[src/rtl/uart_pkg.sv]
// uart_pkg: shared UART transmitter states, defaults and bit-count clamp.
// PARITY state only exists when UART_TX_PARITY_EN is defined.
package uart_pkg;

    localparam int unsigned OVERSAMPLE_DEF = 16;
    localparam int unsigned MIN_BITS       = 5;
    localparam int unsigned MAX_BITS       = 8;

    typedef enum logic [2:0] {
        S_IDLE,
        S_START,
        S_DATA,
`ifdef UART_TX_PARITY_EN
        S_PARITY,
`endif
        S_STOP,
        S_DONE
    } state_e;

    // Out-of-range counts (0..4, 9..15) fall back to a full byte.
    function automatic logic [3:0] eff_bits(input logic [3:0] n);
        if (n >= 4'(MIN_BITS) && n <= 4'(MAX_BITS))
            return n;
        return 4'(MAX_BITS);
    endfunction

endpackage

[src/rtl/uart_rs232_tx_if.sv]
// uart_rs232_tx_if: character request/done handshake, tick and serial line.
// master = upstream sequencer side, slave = transmitter side.
interface uart_rs232_tx_if;
    logic       tick;
    logic       tx_en;
    logic [7:0] tx_data;
    logic [3:0] n_bits;
    logic       tx;
    logic       tx_done;

    modport master (
        output tick, tx_en, tx_data, n_bits,
        input  tx, tx_done
    );

    modport slave (
        input  tick, tx_en, tx_data, n_bits,
        output tx, tx_done
    );
endinterface

[src/rtl/uart_rs232_tx.sv]
// uart_rs232_tx: RS-232 frame transmitter (start, 5..8 data LSB-first, stop).
// Define UART_TX_PARITY_EN to insert a parity bit before the stop bit.
module uart_rs232_tx
    import uart_pkg::*;
#(
    parameter int unsigned OVERSAMPLE = OVERSAMPLE_DEF,
    parameter bit          PARITY_ODD = 1'b0
) (
    input logic            clk,
    input logic            reset,
    uart_rs232_tx_if.slave bus
);

    localparam int TW = (OVERSAMPLE > 1) ? $clog2(OVERSAMPLE) : 1;
    localparam logic [TW-1:0] TICK_LAST = TW'(OVERSAMPLE - 1);

    state_e        state_q, state_d;
    logic [TW-1:0] tick_cnt_q, tick_cnt_d;
    logic [2:0]    bit_cnt_q, bit_cnt_d;
    logic [2:0]    last_bit_q, last_bit_d;
    logic [7:0]    shift_q, shift_d;
    logic          tx_q, tx_d;
    logic          done_q, done_d;
    logic          timed;
    logic          bit_end;
    logic [3:0]    eff_n;

    assign eff_n   = eff_bits(bus.n_bits);
    assign timed   = (state_q != S_IDLE) && (state_q != S_DONE);
    assign bit_end = timed && bus.tick && (tick_cnt_q == TICK_LAST);

`ifdef UART_TX_PARITY_EN
    logic par_q, par_d;
    logic [7:0] data_mask;

    assign data_mask = 8'hFF >> (4'd8 - eff_n);
`else
    logic unused_parity_cfg;

    assign unused_parity_cfg = PARITY_ODD;
`endif

    always_ff @(posedge clk) begin
        if (reset) begin
            state_q    <= S_IDLE;
            tick_cnt_q <= '0;
            bit_cnt_q  <= '0;
            last_bit_q <= '0;
            shift_q    <= '0;
            tx_q       <= 1'b1;
            done_q     <= 1'b0;
        end else begin
            state_q    <= state_d;
            tick_cnt_q <= tick_cnt_d;
            bit_cnt_q  <= bit_cnt_d;
            last_bit_q <= last_bit_d;
            shift_q    <= shift_d;
            tx_q       <= tx_d;
            done_q     <= done_d;
        end
    end

`ifdef UART_TX_PARITY_EN
    always_ff @(posedge clk) begin
        if (reset)
            par_q <= 1'b0;
        else
            par_q <= par_d;
    end
`endif

    always_comb begin
        state_d = state_q;
        unique case (state_q)
            S_IDLE:  if (bus.tx_en) state_d = S_START;
            S_START: if (bit_end) state_d = S_DATA;
            S_DATA:
                if (bit_end && bit_cnt_q == last_bit_q)
`ifdef UART_TX_PARITY_EN
                    state_d = S_PARITY;
            S_PARITY: if (bit_end) state_d = S_STOP;
`else
                    state_d = S_STOP;
`endif
            S_STOP:  if (bit_end) state_d = S_DONE;
            S_DONE:  if (!bus.tx_en) state_d = S_IDLE;
            default: state_d = S_IDLE;
        endcase
    end

    always_comb begin
        tick_cnt_d = tick_cnt_q;
        bit_cnt_d  = bit_cnt_q;
        last_bit_d = last_bit_q;
        shift_d    = shift_q;
`ifdef UART_TX_PARITY_EN
        par_d      = par_q;
`endif
        if (state_q == S_IDLE) begin
            if (bus.tx_en) begin
                shift_d    = bus.tx_data;
                last_bit_d = 3'(eff_n - 4'd1);
                tick_cnt_d = '0;
                bit_cnt_d  = '0;
`ifdef UART_TX_PARITY_EN
                par_d      = ^(bus.tx_data & data_mask) ^ PARITY_ODD;
`endif
            end
        end else if (timed && bus.tick) begin
            tick_cnt_d = bit_end ? '0 : tick_cnt_q + 1'b1;
            if (bit_end && state_q == S_DATA) begin
                shift_d   = {1'b0, shift_q[7:1]};
                bit_cnt_d = bit_cnt_q + 1'b1;
            end
        end
    end

    // tx follows the current state; tx_done follows the next state.
    always_comb begin
        tx_d = 1'b1;
        unique case (state_q)
            S_START:  tx_d = 1'b0;
            S_DATA:   tx_d = shift_q[0];
`ifdef UART_TX_PARITY_EN
            S_PARITY: tx_d = par_q;
`endif
            default:  tx_d = 1'b1;
        endcase
        done_d = (state_d == S_DONE);
    end

    assign bus.tx      = tx_q;
    assign bus.tx_done = done_q;

endmodule

[src/flat_wrapper.sv]
// flat-port wrapper written by rule: the top's interface ports become plain ports
module uart_rs232_tx_flat import uart_pkg::*;
#(
    parameter int unsigned OVERSAMPLE = OVERSAMPLE_DEF,
    parameter bit          PARITY_ODD = 1'b0
)
  (clk, reset, bus_tick, bus_tx_en, bus_tx_data, bus_n_bits, bus_tx, bus_tx_done);
  uart_rs232_tx_if bus_i ();
  input logic clk;
  input logic reset;
  input wire logic [$bits(bus_i.tick)-1:0] bus_tick;
  input wire logic [$bits(bus_i.tx_en)-1:0] bus_tx_en;
  input wire logic [$bits(bus_i.tx_data)-1:0] bus_tx_data;
  input wire logic [$bits(bus_i.n_bits)-1:0] bus_n_bits;
  output wire logic [$bits(bus_i.tx)-1:0] bus_tx;
  output wire logic [$bits(bus_i.tx_done)-1:0] bus_tx_done;
  assign bus_i.tick = bus_tick;
  assign bus_i.tx_en = bus_tx_en;
  assign bus_i.tx_data = bus_tx_data;
  assign bus_i.n_bits = bus_n_bits;
  assign bus_tx = bus_i.tx;
  assign bus_tx_done = bus_i.tx_done;
  uart_rs232_tx #(.OVERSAMPLE(OVERSAMPLE), .PARITY_ODD(PARITY_ODD)) u_core (.clk(clk), .reset(reset), .bus(bus_i));
endmodule
[config.mk]
export PLATFORM = sky130hd
export DESIGN_NAME = uart_rs232_tx_flat
export DESIGN_NICKNAME = d
export VERILOG_FILES = /design/src/rtl/uart_pkg.sv /design/src/rtl/uart_rs232_tx_if.sv /design/src/rtl/uart_rs232_tx.sv /design/src/flat_wrapper.sv
export SDC_FILE = /design/constraint.sdc
export NUM_CORES = 1
export LEC_CHECK = 0
export ABC_AREA = 1
export CORE_ASPECT_RATIO = 0.8
export CORE_MARGIN = 2
export CORE_UTILIZATION = 47
export CTS_CLUSTER_SIZE = 28
export DETAILED_ROUTE_END_ITERATION = 10
export PLACE_DENSITY = 0.81
export SKIP_LAST_GASP = 1
export SYNTH_ARGS = -nofsm -noshare
export SYNTH_HDL_FRONTEND = slang
export SYNTH_SLANG_ARGS = --single-unit
[constraint.sdc]
create_clock -name clk -period 1.2 [get_ports clk]
set_input_delay 0.24 -clock clk [delete_from_list [all_inputs] [get_ports clk]]
set_output_delay 0.24 -clock clk [all_outputs]
set_load 0.02 [all_outputs]
Word level (Yosys, flattened, before mapping)
Index checks and enable logic that the tools add are counted.

Add/subtract/negate cells: 3. $lt $le $gt $ge: 2. Equal/unequal tests: 9. Multiplexer cells: 22. Reductions and logical operators: 13.

Operators by type and width (count): two-way mux 3 bit (11); two-way mux 8 bit (4); two-way mux 4 bit (4); one-hot mux 3 bit (5 select lines) (1); == test 3 x 2 -> 1 bit (second input constant) (2); == test 3 bit (second input constant) (2); logical AND 1 bit (6); adder 4 x 1 -> 4 bit (second input constant) (1); == test 4 bit (second input constant) (1); greater-or-equal comparator 4 x 3 -> 1 bit (second input constant) (1); <= comparator 4 bit (second input constant) (1); AND reduction 2 bit (2); nonzero test 2 bit (2); adder 3 x 1 -> 3 bit (second input constant) (1); == test 3 x 1 -> 1 bit (second input constant) (1); == test 3 bit (1); logical NOT 3 bit (1); inequality test 3 bit (second input constant) (1); AND reduction 3 bit (1); nonzero test 3 bit (1); subtractor 3 x 1 -> 3 bit (second input constant) (1); inequality test 2 bit (second input constant) (1); one-hot mux 1 bit (2 select lines) (1); two-way mux 1 bit (1).

Register bits: 23. Output and inout port bits: 2. Word-level logic and storage cells: 56.

Longest topological paths before layout
Gate-level depths: netlist (run 1).

Word-level depth: 8. Depth in mapped cells: 8. Depth with buffers taken out: 8.

Least setup slack after synthesis (run 1)
Ideal clock, no wire load.

Path type: reg-to-reg. Start point: register u_core.tick_cnt_q[1]. End point: register u_core.shift_q[0]. Library setup time: 0.113 ns. Arrival: 1.133 ns. Data required time: 1.087 ns. Setup slack: -0.046 ns. Cell stages (with the launch flop): 9. Buffers on the path: 0. Cells stage by stage: dfxtp_1 > ha_1 > nand3_1 > inv_1 > nand3_2 > nand2_1 > inv_1 > nor2_1 > nor2_1.

Cells in the longest elaborated chain, start to end: 5.

Ends and longest elaborated chain: from (decl) (line uart_rs232_tx.sv:18) `logic [TW-1:0] tick_cnt_q, tick_cnt_d;`; from (signal assigned) (line uart_rs232_tx.sv:54) `tick_cnt_q <= tick_cnt_d;`; == test 4 bit (line uart_rs232_tx.sv:30) `assign bit_end = timed && bus.tick && (tick_cnt_q == TICK_LAST);`; logical AND 1 bit (line uart_rs232_tx.sv:30); logical AND 1 bit (line uart_rs232_tx.sv:111) `if (bit_end && state_q == S_DATA) begin`; nonzero test 2 bit (no source line); AND reduction 3 bit (no source line); to (signal assigned) (line uart_rs232_tx.sv:57) `shift_q <= shift_d;`; to (decl) (line uart_rs232_tx.sv:21) `logic [7:0] shift_q, shift_d;`.

Every way passes these cells. A chain may end at the register's enable or synchronous reset.

Worst setup path in the final report (run 1)
Start point: register u_core.state_q[1]. End point: register u_core.shift_q[1].

Cells in the longest elaborated chain, start to end: 7. Elaborated cells on any way between the ends: 13.

Ends and longest elaborated chain: from (decl) (line uart_rs232_tx.sv:17) `state_e state_q, state_d;`; from (signal assigned) (line uart_rs232_tx.sv:53) `state_q <= state_d;`; inequality test 3 bit / nonzero test 3 bit (equally long branches) (line uart_rs232_tx.sv:29) `assign timed = (state_q != S_IDLE) && (state_q != S_DONE);`; logical AND 1 bit (line uart_rs232_tx.sv:29); logical AND 1 bit (line uart_rs232_tx.sv:30, uart_rs232_tx.sv:109); logical AND 1 bit (line uart_rs232_tx.sv:30); logical AND 1 bit (line uart_rs232_tx.sv:111); nonzero test 2 bit (no source line); AND reduction 3 bit (no source line).

Several ways; a longest one is shown, not always the timed one.

==> summary.log, run 1 <==
INFO  status         run_status=finished, violations left
INFO  status         failed_checks=setup timing
INFO  final_layout   antenna-diode-count=0
INFO  routing        detail_route.wl_per_cell=12.0µm
INFO  synth          synth-warning-count=0
INFO  synth          post_synth_num_cell_types=23
INFO  placed_design  buffer_ports.inserted=17
INFO  global_route   grt.overflow.total=0
INFO  synth          yosysSeqAreaShare=37.4%
INFO  power          pwr-share-clk=23.3%
INFO  critical_path  timing.critical_path.max_delay_family=simple AND/OR/NAND/NOR gates
INFO  clock_network  clock_latency=0.31ns
INFO  clock_network  htree_num_levels=1
INFO  die            coreArea=2460µm²
INFO  min_path       min-delay-path-class=input port to register
INFO  synth          asyncSetResetFlopFracSynth=0%
INFO  sta            grt_setup_unrepaired=yes
INFO  synth          synthesis.instances=181
INFO  clock_network  tritoncts=yes
INFO  synth          netlist_top_cells_count=nand2_1, nor2_1, dfxtp_1
INFO  final_layout   layout_cell_share_with_drive_strength_beyond_1=26.7%
INFO  global_route   groute.usage.overall=21.4%
INFO  synth          synth_top_flop_cell=dfxtp_1
INFO  power          power_per_cell_area=901nW/µm²
INFO  clock_network  clk_pin_slew_worst_paths=0.12ns
INFO  synth          synth_top_area_share=37.4%
INFO  global_route   grt_pass1_vias=1180
INFO  power          power.ir.vdd_worst=0.000861V
INFO  routing        drc=0
INFO  die            chipWidth=61.2µm
INFO  power          p_leak=0.776nW
INFO  placed_design  place_inst=248
INFO  synth          cell_with_the_most_instances_after_synthesis=nand2_1
INFO  placed_design  globalplace.congestion=0.917
INFO  global_route   first_pass_grt_wire_length=4.91mm
INFO  critical_path  cpPeakStageDelay=0.39ns
INFO  critical_path  cp_data_arrival_time=1.51ns
INFO  synth          syn_area_per_cell=6.80µm²
INFO  synth          syn-num-nets=200
INFO  die            std_cell_rows=16
INFO  critical_path  cp_data_required_time=1.46ns
INFO  power          power.share.combinational=23.1%
INFO  sta            report.final.slew_viol_count=0
INFO  routing        detail_route.vias_per_cell=5.17
INFO  placed_design  detailedPlacementHpwl=2.17mm
INFO  power          switching_share=28.3%
INFO  critical_path  setup.worst_path.start_class=register
INFO  routing        first_pass_iters=4
INFO  global_route   grt_start_max_net_pins=13
INFO  critical_path  buf_inv_stages_crit_path=1
INFO  final_layout   fin_nets=237
INFO  die            initial_utilization=49.9%
INFO  die            die_height=49.8µm
INFO  clock_network  clockRootBuffer=clkbuf_4
INFO  synth          syn_area=1230µm²
INFO  global_route   grt_antenna_before_repair=0
INFO  routing        dr_total_vias=1307
INFO  final_layout   layout.filler_cells=203
INFO  critical_path  slowest_stage=dfxtp_4
INFO  critical_path  critical_path_class=register to register
INFO  sta            timing.final.ws_setup=-0.0443ns
INFO  power          sequentialPowerShare=53.6%
INFO  clock_network  cts_sinks=23
INFO  critical_path  critical_path.reg2reg.startpoint=u_core.state_q[1]$_SDFF_PP0_
INFO  synth          synth-edff-count=0
INFO  sta            summed_negative_setup_slack_over_all_endpoints=-0.185ns
INFO  routing        dr.first_iter.drc_count=84
INFO  sta            finalHoldViolCount=0
INFO  die            design.die.area=3040µm²
INFO  sta            final-setup-viol-count=9
INFO  clock_network  cts-buffers-inserted=3
INFO  critical_path  worst-path-max-fanout=9
INFO  power          total_switching_power=0.440mW
INFO  sta            period_share=104%
INFO  die            floorplan.io_pins=18
INFO  synth          ys_ff_latch=23
INFO  critical_path  path_cells=nor2_4 -> nand3_4 -> buf_12 -> nand3b_1 -> nand2_1 -> nor2_1
INFO  job            max_cap_violation_count=0
INFO  synth          synth_area_leaders=dfxtp_1, nand2_1, nand3_1, nor2_1, inv_1
INFO  sta            worstMarginPinSlew=0.299ns
INFO  sta            maxClockFrequency=804MHz
INFO  sta            slew_headroom=80.0%
INFO  routing        ant_nets=0
INFO  power          power.internal=1.11mW
INFO  final_layout   final_cells=253
INFO  final_layout   synthToLayoutAreaGrowth=40.2%
INFO  critical_path  endpoint_kind=register
INFO  synth          post-synth-top-area-cell=dfxtp_1
INFO  critical_path  cp-startpoint=u_core.state_q[1]$_SDFF_PP0_
INFO  clock_network  clockBufferDepth=2
INFO  sta            period_minus_slack=1.24ns
INFO  routing        wl=3.04mm
INFO  sta            fin_skew=0.00216ns
INFO  min_path       worstHoldStart=bus_tx_data[7]
## worst paths after layout
path	end	slack [ns]	depth (start not counted)
setup / recovery	u_core.shift_q[1]$_SDFFE_PP0P_	-0.04	6
hold / removal	u_core.shift_q[7]$_SDFFE_PP0P_	0.49	3
hold reg to reg	u_core.last_bit_q[0]$_SDFFE_PP0P_	0.50	2
setup reg to reg	u_core.shift_q[1]$_SDFFE_PP0P_	-0.04	6
## placed cells by master, fill, tap and decap left out, types with 2 or more instances in the layout
| cell | netlist | final |
|---|---|---|
| nand2_1 | 48 | 42 |
| nand3_1 | 22 | 20 |
| nor2_1 | 25 | 19 |
| dfxtp_1 | 23 | 18 |
| buf_4 | 1 | 16 |
| clkdlybuf4s50_1 | 0 | 15 |
| inv_1 | 17 | 12 |
| a21oi_1 | 11 | 10 |
| nand3b_1 | 7 | 7 |
| nand2_2 | 1 | 5 |
| nor2_2 | 2 | 5 |
| o21ai_1 | 1 | 4 |
| o21ai_0 | 7 | 4 |
| inv_2 | 0 | 3 |
| nor2_4 | 0 | 3 |
| nand3_4 | 1 | 3 |
| clkbuf_4 | 0 | 3 |
| buf_6 | 2 | 3 |
| dfxtp_2 | 0 | 3 |
| inv_4 | 0 | 2 |
| nand2_4 | 0 | 2 |
| xnor2_1 | 2 | 2 |
| ha_1 | 3 | 2 |
| clkbuf_2 | 0 | 2 |
| buf_12 | 0 | 2 |
| dfxtp_4 | 0 | 2 |
## timing repair
item / in CTS / in global routing
pin swaps: 3 / 8
gates resized for setup: 19 / 26
hold buffers: 0 / 0
buffers inserted: 0 / 1
endpoints found under the setup margin: 22 / 23
## power by group through the flow
stage,Sequential [mW],Combinational [mW],Clock [mW]
2_1_floorplan,0.847,0.190,0
5_1_grt,0.838,0.394,0.415
4_1_cts,0.834,0.339,0.371
6_report,0.833,0.359,0.362
3_3_place_gp,0.846,0.318,0
3_5_place_dp,0.847,0.328,0
## state kept, by name, summed over array words and instances (netlist names)
name,flops
u_core.last_bit_q,3
u_core.tick_cnt_q,4
u_core.bit_cnt_q,3
u_core.bus.tx_done,1
u_core.state_q,3
u_core.bus.tx,1
u_core.shift_q,8
## tightest hold or removal path, stage by stage
cell             delay (ns)
clkdlybuf4s50_1        0.40
nand2_1                0.07
a21oi_1                0.06
## metrics by stage
stage	worst slack (ns)	utilization, %	area, µm²	power, mW	hold WS (ns)
floorplan	0.0149	-	1240	1.04	0.387
global placement	-0.259	64.3	1580	1.16	0.464
detailed placement	-0.307	64.3	1580	1.18	0.481
CTS	-0.0157	67.4	1660	1.54	0.490
global route	-0.140	70.0	1720	1.65	0.491
finish	-0.0443	70.0	1720	1.55	0.492
## final cells by class
type,count,area [µm²],share of cell area [%]
clock buffers,4,26.3,1.52
inverters,17,68.8,3.99
multi-input cells,135,758,44.0
flip-flops and latches,23,472,27.4
well taps,36,45.0,2.61
repair buffers,38,354,20.5
## layer usage
layer / track usage (%) / share of wire (%) / vias up
li1: - / - / 660
met1: 25.8 / 40 / 596
met2: 36.3 / 52 / 45
met3: 5.77 / 6.7 / 6
met4: 6.52 / 1.4 / 0
met5: 0 / 0 / -
## cell families (layout without fill, tap and decap cells)
family	count (synthesis)	in the layout	synth area share (%)
and+or+nand+nor	109	109	40.3
DFF	23	23	37.4
buffers and inverters	23	59	8.75
AOI/OAI and AO/OA	20	20	8.34
adders and majority gates	3	3	3.05
xor gates and xnor gates	3	3	2.14
Note: power is estimated with default switching activity, not from simulation.
==> run 2: changes to the inputs <==
--- a/config.mk
+++ b/config.mk
@@ -12,6 +12,7 @@
 export CTS_CLUSTER_SIZE = 28
 export DETAILED_ROUTE_END_ITERATION = 10
 export PLACE_DENSITY = 0.81
+export SKIP_CTS_REPAIR_TIMING = 1
 export SKIP_LAST_GASP = 1
 export SYNTH_ARGS = -nofsm -noshare
 export SYNTH_HDL_FRONTEND = slang
==> summary.log, run 2 (same netlist as run 1, synthesis figures left out) <==
INFO  status         run_status=finished, violations left
INFO  status         failed_checks=setup timing
INFO  sta            finalHoldViolCount=0 [unchanged]
INFO  die            initial_utilization=49.9% [unchanged]
INFO  sta            period_share=104% [about the same]
INFO  critical_path  endpoint_kind=register
INFO  routing        wl=3.08mm [+1.6%]
INFO  sta            grt_setup_unrepaired=yes
INFO  final_layout   layout_cell_share_with_drive_strength_beyond_1=21.5% [-5.3 points]
INFO  clock_network  clock_latency=0.31ns [about the same]
INFO  sta            period_minus_slack=1.25ns [+0.00102 ns]
INFO  critical_path  cp_data_required_time=1.46ns [about the same]
INFO  final_layout   antenna-diode-count=0 [unchanged]
INFO  power          switching_share=28.3% [-0.059 points]
INFO  critical_path  buf_inv_stages_crit_path=3 [+2]
INFO  routing        detail_route.wl_per_cell=12.1µm [+0.78%]
INFO  die            die_height=49.8µm [unchanged]
INFO  critical_path  cpPeakStageDelay=0.49ns [+0.10 ns]
INFO  final_layout   mostFrequentLayoutCells=nand2_1, nand3_1, nor2_1
INFO  routing        first_pass_iters=4 [unchanged]
INFO  placed_design  detailedPlacementHpwl=2.17mm [unchanged]
INFO  clock_network  cts_sinks=23 [unchanged]
INFO  power          total_switching_power=0.444mW [+1.0%]
INFO  critical_path  slowest_stage=clkdlybuf4s50_1
INFO  clock_network  clk_pin_slew_worst_paths=0.12ns [about the same]
INFO  global_route   first_pass_grt_wire_length=4.77mm [-2.8%]
INFO  sta            timing.final.ws_setup=-0.0453ns [-0.00102 ns]
INFO  sta            worstMarginPinSlew=0.237ns [-0.0616 ns]
INFO  final_layout   regs_by_ff_count=u_core.shift_q: 8 flops, u_core.tick_cnt_q: 4 flops
INFO  min_path       min-delay-path-class=input port to register
INFO  power          total_power_consumption=1.57mW [+1.2%]
INFO  final_layout   synthToLayoutAreaGrowth=41.5%
INFO  power          power.share.combinational=23.8% [+0.7 points]
INFO  placed_design  buffer_ports.inserted=17 [unchanged]
INFO  min_path       worst_hold_path.endpoint=u_core.shift_q[7]$_SDFFE_PP0P_
INFO  power          sequentialPowerShare=53.0% [-0.6 points]
INFO  job            max_cap_violation_count=0 [unchanged]
INFO  power          power.ir.vdd_worst=0.000885V [+2.8%]
INFO  clock_network  clockRootBuffer=clkbuf_4
INFO  routing        drc=0 [unchanged]
INFO  clock_network  tritoncts=yes
INFO  sta            worst_hold_slack=0.488ns [-0.00393 ns]
INFO  final_layout   multiInputGateArea=739µm² [-2.5%]
INFO  critical_path  setup.reg_to_reg.worst_slack=-0.03ns [about the same]
INFO  clock_network  htree_num_levels=1 [unchanged]
INFO  min_path       worstHoldPathCells=3 [unchanged]
INFO  routing        dr_total_vias=1323 [+1.2%]
INFO  final_layout   seqCellArea=468µm² [-0.80%]
INFO  placed_design  globalplace.congestion=0.917 [unchanged]
INFO  power          power.internal=1.13mW [+1.3%]
INFO  min_path       worstHoldStart=bus_tx_data[7]
INFO  sta            final-setup-viol-count=9 [unchanged]
INFO  final_layout   number_of_flip_flops_in_the_largest_register=8 [unchanged]
INFO  critical_path  cp-startpoint=bus_tick
INFO  global_route   groute.usage.overall=20.7% [-0.74 points]
INFO  critical_path  path_cells=clkdlybuf4s50_1 -> inv_1 -> nor2_2 -> nand3_4 -> buf_6 -> nand3b_1 -> nand2_1 -> nor2_1
INFO  routing        ant_nets=0 [unchanged]
INFO  die            std_cell_rows=16 [unchanged]
INFO  critical_path  timing.critical_path.max_delay_family=buffers and inverters
INFO  clock_network  cts-buffers-inserted=3 [unchanged]
INFO  routing        dr.first_iter.drc_count=82 [-2.4%]
INFO  final_layout   regMostFlops=u_core.shift_q
INFO  die            chipWidth=61.2µm [unchanged]
INFO  final_layout   most_common_cell_after_layout_fill_and_taps_aside=nand2_1
INFO  critical_path  critical_path_class=input port to register
INFO  sta            maxClockFrequency=803MHz [about the same]
INFO  power          power_per_cell_area=903nW/µm² [+0.29%]
INFO  final_layout   fin_nets=239 [+0.84%]
INFO  placed_design  place_inst=248 [unchanged]
INFO  global_route   grt_antenna_before_repair=0 [unchanged]
INFO  critical_path  worst-path-max-fanout=6 [-3]
INFO  die            coreArea=2460µm² [unchanged]
INFO  final_layout   layout.filler_cells=198 [-2.5%]
INFO  critical_path  cp_data_arrival_time=1.51ns [about the same]
INFO  sta            report.final.slew_viol_count=0 [unchanged]
INFO  global_route   grt_start_max_net_pins=13 [unchanged]
INFO  critical_path  setup.worst_path.start_class=input port
INFO  critical_path  worst_r2r_endpoint=u_core.shift_q[1]$_SDFFE_PP0P_
INFO  global_route   grt_pass1_vias=1159 [-1.8%]
INFO  routing        detail_route.vias_per_cell=5.19 [+0.43%]
INFO  clock_network  clockBufferDepth=2 [unchanged]
INFO  power          pwr-share-clk=23.2% [about the same]
INFO  sta            fin_skew=0.00208ns [-0.0000830 ns]
INFO  die            design.die.area=3040µm² [unchanged]
INFO  critical_path  reg2reg_depth=8 [+2]
INFO  die            floorplan.io_pins=18 [unchanged]
INFO  sta            summed_negative_setup_slack_over_all_endpoints=-0.128ns [+0.0572 ns]
INFO  final_layout   final_cells=255 [+0.79%]
INFO  sta            slew_headroom=84.0% [+4.1 points]
INFO  global_route   grt.overflow.total=0 [unchanged]
INFO  power          p_leak=0.809nW [+4.2%]
INFO  critical_path  critical_path.reg2reg.startpoint=u_core.tick_cnt_q[0]$_SDFFE_PP0P_
## run 2: cell types whose count changed in the layout (fill, tap and decap cells not counted), sizes merged
cell,previous run,this run
buf,21,23
clkbuf,6,4
dlymetal6s2s,0,2
## run 2: power by group through the flow
stage / clock network [mW] / registers [mW] / logic, mW
floorplan: 0 / 0.847 / 0.190
global placement: 0 / 0.846 / 0.318
detailed placement: 0 / 0.847 / 0.328
CTS: 0.371 / 0.830 / 0.330
global route: 0.416 / 0.839 / 0.408
finish: 0.364 / 0.834 / 0.374
## run 2: tightest hold or removal path, delay by kind of cell
family | cells | cell delay (ns)
AO/OA/AOI/OAI | 1 | 0.06
buffers and inverters | 1 | 0.40
AND/OR/NAND/NOR | 1 | 0.07
## run 2: per-stage QoR
| stage | util, % | instance area [µm²] | setup WS (ns) |
|---|---|---|---|
| 2_1_floorplan | - | 1240 | 0.0149 |
| 3_3_place_gp | 64.3 | 1580 | -0.259 |
| 3_5_place_dp | 64.3 | 1580 | -0.307 |
| 4_1_cts | 65.4 | 1610 | -0.295 |
| 5_1_grt | 70.7 | 1740 | -0.126 |
| 6_report | 70.7 | 1740 | -0.0453 |
## run 2: how the worst max path moves through the flow
stage	end	slack (ns)	depth (start not counted)
after floorplan	u_core.bit_cnt_q[2]$_SDFFE_PP0P_	0.01	7
after global routing	u_core.shift_q[1]$_SDFFE_PP0P_	-0.13	8
after detailed placement	u_core.shift_q[1]$_SDFFE_PP0P_	-0.31	8
after global placement	u_core.shift_q[5]$_SDFFE_PP0P_	-0.26	8
final	u_core.shift_q[1]$_SDFFE_PP0P_	-0.05	8
after CTS	bus_tx_done	-0.30	1
## run 2: per-layer routing
metal	track usage [%]	vias up	wire length (µm)
met5	0	-	0
met4	5.80	0	60
met3	5.51	10	217
met2	34.6	57	1550
met1	25.6	596	1250
li1	-	660	-
## run 2: final cells by class
type / count / area share, %
Multi-Input combinational cell: 135 / 42.5
Sequential cell: 23 / 26.9
Timing Repair Buffer: 40 / 22.6
Inverter: 17 / 3.95
Tap cell: 36 / 2.59
Clock buffer: 4 / 1.51
